<file path="src/rtl/keccak_xif_pkg.sv">
// rtl/keccak_xif_pkg.sv - shared types for the Keccak state-readout responder
package keccak_xif_pkg;

    localparam int KECCAK_NUM_WORDS = 50;
    localparam int KECCAK_ID_WIDTH  = 4;

    typedef enum logic {
        SNAP_EMPTY = 1'b0,
        SNAP_VALID = 1'b1
    } snap_state_e;

    typedef struct packed {
        logic [KECCAK_ID_WIDTH-1:0] id;
        logic [4:0]                 rd;
        logic [31:0]                data;
        logic                       we;
        logic                       err;
    } readout_entry_t;

endpackage

</file>
<file path="src/rtl/keccak_xif_result_fifo.sv">
// rtl/keccak_xif_result_fifo.sv - in-order result FIFO of readout entries with flush
module keccak_xif_result_fifo
    import keccak_xif_pkg::*;
#(
    parameter int DEPTH = 2
) (
    input  logic           clk_i,
    input  logic           rst_ni,
    input  logic           flush_i,
    input  logic           push_i,
    input  readout_entry_t push_data_i,
    input  logic           pop_i,
    output readout_entry_t head_o,
    output logic           full_o,
    output logic           empty_o
);

    localparam int PW = $clog2(DEPTH);
    localparam int CW = PW + 1;

    readout_entry_t [DEPTH-1:0] mem_q, mem_d;
    logic [PW-1:0]              wr_ptr_q, wr_ptr_d;
    logic [PW-1:0]              rd_ptr_q, rd_ptr_d;
    logic [CW-1:0]              count_q, count_d;
    logic                       do_push, do_pop;

    assign full_o  = (count_q == CW'(DEPTH));
    assign empty_o = (count_q == '0);
    assign head_o  = mem_q[rd_ptr_q];

    // Power-of-two depth lets the pointers wrap by natural overflow.
    always_comb begin
        mem_d    = mem_q;
        wr_ptr_d = wr_ptr_q;
        rd_ptr_d = rd_ptr_q;
        count_d  = count_q;
        do_push  = push_i && !full_o;
        do_pop   = pop_i && !empty_o;
        if (flush_i) begin
            wr_ptr_d = '0;
            rd_ptr_d = '0;
            count_d  = '0;
        end else begin
            if (do_push) begin
                mem_d[wr_ptr_q] = push_data_i;
                wr_ptr_d        = wr_ptr_q + 1'b1;
            end
            if (do_pop) begin
                rd_ptr_d = rd_ptr_q + 1'b1;
            end
            count_d = count_q + CW'(do_push) - CW'(do_pop);
        end
    end

    always_ff @(posedge clk_i or negedge rst_ni) begin
        if (!rst_ni) begin
            mem_q    <= '0;
            wr_ptr_q <= '0;
            rd_ptr_q <= '0;
            count_q  <= '0;
        end else begin
            mem_q    <= mem_d;
            wr_ptr_q <= wr_ptr_d;
            rd_ptr_q <= rd_ptr_d;
            count_q  <= count_d;
        end
    end

endmodule

</file>
<file path="src/rtl/keccak_xif_readout.sv">
// rtl/keccak_xif_readout.sv - snapshots the Keccak state and serves indexed word reads over X-IF
module keccak_xif_readout
    import keccak_xif_pkg::*;
#(
    parameter int NUM_WORDS  = KECCAK_NUM_WORDS,
    parameter int ID_WIDTH   = KECCAK_ID_WIDTH,
    parameter int FIFO_DEPTH = 2
) (
    input  logic                   clk_i,
    input  logic                   rst_ni,
    input  logic [NUM_WORDS*32-1:0] state_i,
    input  logic                   state_done_i,
    input  logic                   flush_i,
    input  logic                   req_valid_i,
    output logic                   req_ready_o,
    input  logic [ID_WIDTH-1:0]    req_id_i,
    input  logic [5:0]             req_idx_i,
    input  logic [4:0]             req_rd_i,
    output logic                   result_valid_o,
    input  logic                   result_ready_i,
    output logic [ID_WIDTH-1:0]    result_id_o,
    output logic [31:0]            result_data_o,
    output logic [4:0]             result_rd_o,
    output logic                   result_we_o,
    output logic                   result_err_o,
    output logic                   snapshot_valid_o
);

    snap_state_e             snap_state_q, snap_state_d;
    logic [NUM_WORDS*32-1:0] snap_q, snap_d;
    logic                    idx_legal;
    logic [31:0]             word;
    readout_entry_t          entry, head;
    logic                    fifo_full, fifo_empty;
    logic                    push, pop;

    always_comb begin
        snap_state_d = snap_state_q;
        snap_d       = snap_q;
        if (state_done_i) begin
            snap_state_d = SNAP_VALID;
            snap_d       = state_i;
        end
    end

    always_ff @(posedge clk_i or negedge rst_ni) begin
        if (!rst_ni) begin
            snap_state_q <= SNAP_EMPTY;
            snap_q       <= '0;
        end else begin
            snap_state_q <= snap_state_d;
            snap_q       <= snap_d;
        end
    end

    // Requests read the pre-edge snapshot, so a same-cycle done never leaks in.
    assign idx_legal = (snap_state_q == SNAP_VALID) && (req_idx_i < 6'(NUM_WORDS));

    always_comb begin
        word = '0;
        for (int k = 0; k < NUM_WORDS; k++) begin
            if (idx_legal && (req_idx_i == 6'(k))) begin
                word = snap_q[32*k +: 32];
            end
        end
    end

    always_comb begin
        entry      = '0;
        entry.id   = req_id_i;
        entry.rd   = req_rd_i;
        entry.data = word;
        entry.we   = idx_legal;
        entry.err  = !idx_legal;
    end

    // Ready is held low while reset is asserted so every output reads 0.
    assign req_ready_o = rst_ni && !fifo_full && !flush_i;
    assign push        = req_valid_i && req_ready_o;
    assign pop         = result_valid_o && result_ready_i;

    keccak_xif_result_fifo #(
        .DEPTH(FIFO_DEPTH)
    ) u_fifo (
        .clk_i      (clk_i),
        .rst_ni     (rst_ni),
        .flush_i    (flush_i),
        .push_i     (push),
        .push_data_i(entry),
        .pop_i      (pop),
        .head_o     (head),
        .full_o     (fifo_full),
        .empty_o    (fifo_empty)
    );

    assign result_valid_o   = !fifo_empty;
    assign result_id_o      = result_valid_o ? head.id   : '0;
    assign result_data_o    = result_valid_o ? head.data : '0;
    assign result_rd_o      = result_valid_o ? head.rd   : '0;
    assign result_we_o      = result_valid_o && head.we;
    assign result_err_o     = result_valid_o && head.err;
    assign snapshot_valid_o = (snap_state_q == SNAP_VALID);

endmodule

</file>
<file path="config.mk">
export PLATFORM = sky130hd
export DESIGN_NAME = keccak_xif_readout
export DESIGN_NICKNAME = d
export VERILOG_FILES = /design/src/rtl/keccak_xif_pkg.sv /design/src/rtl/keccak_xif_result_fifo.sv /design/src/rtl/keccak_xif_readout.sv
export SDC_FILE = /design/constraint.sdc
export NUM_CORES = 2
export LEC_CHECK = 0
export BUFFER_PORTS_ARGS = -buffer_cell sky130_fd_sc_hd__buf_2
export CAP_MARGIN = 20
export CELL_PAD_IN_SITES_DETAIL_PLACEMENT = 0
export CELL_PAD_IN_SITES_GLOBAL_PLACEMENT = 1
export CORE_AREA = 3 3 643 645
export DETAILED_ROUTE_END_ITERATION = 16
export DIE_AREA = 0 0 646 648
export PLACE_DENSITY = 0.43
export SYNTH_ARGS = -nofsm -noshare
export SYNTH_HDL_FRONTEND = slang
export SYNTH_SLANG_ARGS = --single-unit
</file>
<file path="constraint.sdc">
create_clock -name clk_i -period 2.7 [get_ports clk_i]
set_clock_uncertainty 0.2 [all_clocks]
set_input_delay 0.405 -clock clk_i [delete_from_list [all_inputs] [get_ports clk_i]]
set_output_delay 0.405 -clock clk_i [all_outputs]
set_load 0.005 [all_outputs]
</file>
; Word-level counts from Yosys, hierarchy flattened
; Cells that the tools add are included.
[totals]
output_inout_bits = 46
in_bits = 1621
ff_bits = 1691
wordCells = 206
[op_classes]
n_reduce_logical = 69
mux = 63
order_cmp = 4
n_bitwise = 1
eq_ne = 50
addsub = 4
[ops]
columns = cell, n
row1 = 32-bit 2-to-1 mux, 51
row2 = 43-bit 2-to-1 mux, 3
row3 = "6-bit equality test, second input constant", 18
row4 = "6-bit by 5-bit equality test with 1-bit output, second input constant", 16
row5 = 86-bit bitwise mux, 1
row6 = 1-bit logical AND, 60
row7 = "6-bit by 4-bit equality test with 1-bit output, second input constant", 8
row8 = 43-bit demux with 1-bit select, 1
row9 = "6-bit by 3-bit equality test with 1-bit output, second input constant", 4
row10 = "6-bit by 2-bit equality test with 1-bit output, second input constant", 2
row11 = "6-bit by 1-bit equality test with 1-bit output, second input constant", 1
row12 = 6-bit logical NOT, 1
row13 = "6-bit < comparator, second input constant", 1
row14 = 5-bit 2-to-1 mux, 1
row15 = 1-bit logical NOT, 4
row16 = "1-bit by 2-bit < comparator with 1-bit output, second input constant", 2
row17 = 1-bit 2-to-1 mux, 4
row18 = 4-bit 2-to-1 mux, 1
row19 = 2-bit nonzero test, 2
row20 = "1-bit adder, second input constant", 2
row21 = 2-bit by 1-bit adder with 2-bit output, 1
row22 = "2-bit equality test, second input constant", 1
row23 = 2-bit logical NOT, 1
row24 = 2-bit 2-to-1 mux, 1
row25 = other kinds (4), 4

; Longest topological paths before layout
[depth]
word_depth = 54
depth_mapped = 13
depth_no_buf = 9

; Modules after synthesis
; From an unflattened synthesis, not the netlist that was laid out.
[hier_totals]
cells_unflattened = 5856
area_unflattened_um2 = 76895.0
[modules_own_cells]
columns = module, cells_each, seq_area_each_um2, n_inst, area_per_inst_um2
row1 = keccak_xif_readout, 5603, 40063.4, 1, 72955.0
row2 = keccak_xif_result_fifo, 253, 2252.2, 1, 3940.0

; Least setup slack after synthesis
; No wires, ideal clock.
[synth_path]
path_kind = input to register
start = in req_idx_i[0]
end = reg u_fifo.mem_q[52] (netlist bit)
t_required_ps = 2359
arrival_ps = 2223
slack_ps = 136
stages = 11
setup_ps = 141
path_buffers = 4
path_cell_list = buf_6 buf_6 buf_12 buf_8 mux2_4 a222oi_1 o21ai_1 o31ai_1 a21oi_1 a311oi_2 a31oi_1
[synth_between]
elab_chain_len = 54
elab_cells_between_ends = 153
cone_classes = order compare: 1 / eq/ne: 49 / mux: 51 / reduce/logical: 52
[synth_lines]
columns = element, line
row1 = from (decl), keccak_xif_readout.sv:17  ; input logic [5:0] req_idx_i,
row2 = 6-bit < comparator, keccak_xif_readout.sv:57  ; assign idx_legal = (snap_state_q == SNAP_VALID) && (req_idx_i < 6'(NUM_WORDS));
row3 = 1-bit logical AND, keccak_xif_readout.sv:57
row4 = 1-bit logical AND, keccak_xif_readout.sv:62  ; if (idx_legal && (req_idx_i == 6'(k))) begin
row5 = 32-bit 2-to-1 mux (49 in series), keccak_xif_readout.sv:62
row6 = 32-bit 2-to-1 mux (*), keccak_xif_readout.sv:62
row7 = 86-bit bitwise mux (*), keccak_xif_result_fifo.sv:45  ; mem_d[wr_ptr_q] = push_data_i;
row8 = to (signal assigned), keccak_xif_result_fifo.sv:62  ; mem_q <= mem_d;
row9 = to (decl), keccak_xif_result_fifo.sv:21  ; readout_entry_t [DEPTH-1:0] mem_q, mem_d;
; Every way passes the cells marked *; elsewhere a longest branch is shown, timed or not.
; A chain may end at the register's enable or synchronous reset.

; Worst setup path in the final report
[layout_path]
start = reg snap_state_q (netlist: snapshot_valid_o)
end = reg u_fifo.mem_q[16] (netlist bit)
[layout_between]
elab_chain_len = 53
elab_cells_between_ends = 102
cone_classes = mux: 51 / reduce/logical: 51
[layout_lines]
columns = element, line
row1 = from (decl), keccak_xif_readout.sv:29  ; snap_state_e snap_state_q, snap_state_d;
row2 = from (signal assigned), keccak_xif_readout.sv:51  ; snap_state_q <= snap_state_d;
row3 = 1-bit logical AND (*), keccak_xif_readout.sv:57
row4 = 1-bit logical AND, keccak_xif_readout.sv:62
row5 = 32-bit 2-to-1 mux (49 in series), keccak_xif_readout.sv:62
row6 = 32-bit 2-to-1 mux (*), keccak_xif_readout.sv:62
row7 = 86-bit bitwise mux (*), keccak_xif_result_fifo.sv:45
; Marks and branches as above.

==> flow_summary.json <==
{
  "outcome": "complete, but fails checks",
  "failed_checks": "negative setup slack",
  "min-delay-path-class": "primary input to flop",
  "track_usage_pct": 26.4,
  "rr_worst_depth": 12,
  "cts_buffers": 218,
  "critPathMaxStageDelay_ps": 420,
  "drtAntennaViolNets": 0,
  "ys_seq_area_share_pct": 54.0,
  "path_buf_inv": 5,
  "synthFlopType": "dfrtp_1",
  "async_reset_ff_share_pct": 100,
  "drt_first_iter_violations": 5566,
  "rsz0062_at_grt": "true",
  "grt_pass1_wl_um": 745000,
  "core_area_um2": 409000,
  "hold_violations": 0,
  "dieWidth_um": 646,
  "p_per_area_nw_per_um2": 584,
  "crit_arrival_ps": 3610,
  "cpMaxStageDelayCell": "or3b_4",
  "grt_max_degree": 143,
  "start_util_pct": 19.2,
  "drv_cap": 0,
  "slew_violations": 0,
  "rrSetupSlack_ps": -340,
  "drive_above_1_share_pct": 48.6,
  "period_share_pct": 113,
  "die_area_um2": 419000,
  "dpl-instance-area_um2": 103000,
  "wire_per_inst_um": 33.9,
  "final_area_um2": 139000,
  "h-tree-depth": 4,
  "synth_cell_types": 105,
  "peakVddDrop_mv": 0.520,
  "std_cell_rows": 235,
  "critPathRequiredTime_ps": 3270,
  "power.leakage_nw": 59.3,
  "final.setup.worst_slack_ps": -344,
  "fin_util_pct": 34.0,
  "synth_nets": 7768,
  "crit_fanout": 6,
  "port_buffers": 1666,
  "first_pass_iters": 5,
  "vias": 77400,
  "setup_viol": 98,
  "post-route-drc-count": 0,
  "crit_chain": "or3b_4, buf_12, buf_12, a211oi_2, o211ai_1, o2111ai_1, buf_4, nand3_2, buf_6, a311oi_4, buf_6, a31oi_1",
  "worstMarginPinSlew_ps": 1030,
  "cp-endpoint": "u_fifo.mem_q[16]",
  "viasPerCell": 4.58,
  "io_pins": 1667,
  "synth_edf_count": 0,
  "die_h_um": 648,
  "worstSkewPairLatency_ps": 960,
  "netlist_instances": 6145,
  "wl_um": 572000,
  "r2r-start": "snapshot_valid_o",
  "ys_ff_latch": 1691,
  "path_clk_slew_ps": 60,
  "path_depth": 12,
  "grt-ovfl-total": 0,
  "place_hpwl_um": 465000,
  "fin_nets": 12700,
  "grt_pass1_vias": 81500,
  "place.gp.congestion": 0.885,
  "final.setup.tns_ps": -15810,
  "synth_warnings": 0,
  "period_minus_slack_ps": 3040,
  "max_freq_mhz": 329,
  "clock-sinks": 1691,
  "startpoint": "snapshot_valid_o",
  "root_buffer": "clkbuf_16",
  "crit_type": "flop to flop",
  "dpl.cell_count": 14000,
  "syn_area_um2": 78300,
  "r2r_end": "u_fifo.mem_q[16]",
  "cp_top_family": "compound AO/OA/AOI/OAI gates",
  "cts_tree": "built",
  "layoutNonFillerInstCount": 16900,
  "relSlewSlack_pct": 30.7,
  "syn_to_final_growth_pct": 77.3,
  "grt_antenna_before_repair": 356,
  "critPathLaunchType": "flop",
  "syn_area_per_cell_um2": 12.7,
  "endpoint_kind": "flop",
  "total_power_mw": 81.1,
  "max-clock-path-buffers": 4
}
==> cells in the final DEF, fill, tap and decap left out, types with 82 or more instances in the layout <==
master,n
mux2i_1,130
buf_12,232
o22ai_1,185
mux2_2,1662
diode_2,166
a22oi_1,87
a21oi_1,144
buf_2,1652
nor2_1,207
buf_6,82
o21ai_0,113
clkbuf_16,229
dlygate4sd3_1,2292
buf_4,941
dfrtp_1,1689
nand2_1,243
==> worst register-to-register path: stages (launching register included) <==
cell	delay [ps]
dfrtp_2	410
or3b_4	420
buf_12	150
buf_12	130
a211oi_2	140
o211ai_1	260
o2111ai_1	260
buf_4	150
nand3_2	70
buf_6	160
a311oi_4	290
buf_6	180
a31oi_1	80
==> area by class of cell <==
cell class | count | area (um^2)
clock buffers | 286 | 6100
well taps | 5451 | 6820
clock inverters | 119 | 1520
inverters | 13 | 48.8
multi-input cells | 3940 | 37200
flip-flops and latches | 1691 | 42300
diodes | 166 | 415
fillers | 41200 | 270000
repair buffers | 5229 | 44400
==> routing by layer <==
| metal | global-route usage, % | part of all wire (%) | vias to the layer above | wire, um |
|---|---|---|---|---|
| li1 | - | - | 33200 | - |
| met3 | 3.77 | 4.7 | 1121 | 26800 |
| met2 | 47.7 | 51 | 2966 | 290000 |
| met1 | 30.7 | 39 | 40000 | 222000 |
| met5 | 0 | 0.11 | - | 605 |
| met4 | 11.8 | 5.8 | 94 | 32900 |
==> kinds of logic after synthesis <==
kind of cell | Yosys count | share of synthesized area (%)
mux | 1845 | 26.6
flops | 1691 | 54.0
compound gates | 1188 | 10.5
simple gates | 901 | 5.81
buf+inv | 514 | 2.98
xor+xnor | 3 | 0.0336
fa+ha+maj | 3 | 0.0447
==> synthesized netlist by cell type (33+ instances only) <==
cell,instances,area [um^2]
dfrtp_1,1691,42300
nand2_1,272,1020
nand3_1,94,470
o21ai_0,151,756
a222oi_1,37,370
buf_2,111,556
o22ai_1,194,1210
nor2b_1,33,206
mux2i_1,159,1590
mux2_2,1662,18700
a31oi_1,71,444
nor2_1,249,935
a22oi_1,94,706
a21oi_1,183,916
a221oi_1,50,438
nor3_1,53,265
clkbuf_1,317,1190
a211oi_1,50,375
o21ai_1,41,205
o2111ai_1,37,324
==> through the flow <==
stage / setup slack (ps) / hold slack, ps
after CTS: -374 / 0.0286
after global routing: -423 / 21.7
after global placement: -2150 / 256
final: -344 / 71.2
after detailed placement: -1950 / 262
after floorplan: 136 / -90.6
==> state kept, by name, indices dropped and copies added, names as in the netlist <==
register and count:
u_fifo.count_q 2, snap_q 1600, snapshot_valid_o 1, u_fifo.rd_ptr_q 1, u_fifo.wr_ptr_q 1, u_fifo.mem_q 86
==> worst min-delay path by stage <==
stage          depth (start not counted)  slack, ps             start               end
2_1_floorplan                          0        -90            rst_ni         snap_q[0]
3_3_place_gp                           2        260  u_fifo.mem_q[37]  u_fifo.mem_q[37]
3_5_place_dp                           2        260  u_fifo.mem_q[39]  u_fifo.mem_q[39]
4_1_cts                                3       0.03      state_i[837]       snap_q[837]
5_1_grt                                3         20      state_done_i       snap_q[233]
6_report                               3         70      state_done_i      snap_q[1258]
==> power breakdown <==
| group | switching, mW | internal [mW] |
|---|---|---|
| Clock | 13.1 | 18.7 |
| Sequential | 2.46 | 28.4 |
| Combinational | 8.98 | 9.52 |
==> repair_timing <==
action	CTS	global route
setup buffers	15	72
resized for setup	324	427
cloned	0	10
setup endpoints to repair	108	368
endpoints found under the hold margin	2366	0
pin swaps	57	121
hold buffers	2292	0
Power figures use the tool's default switching activity.
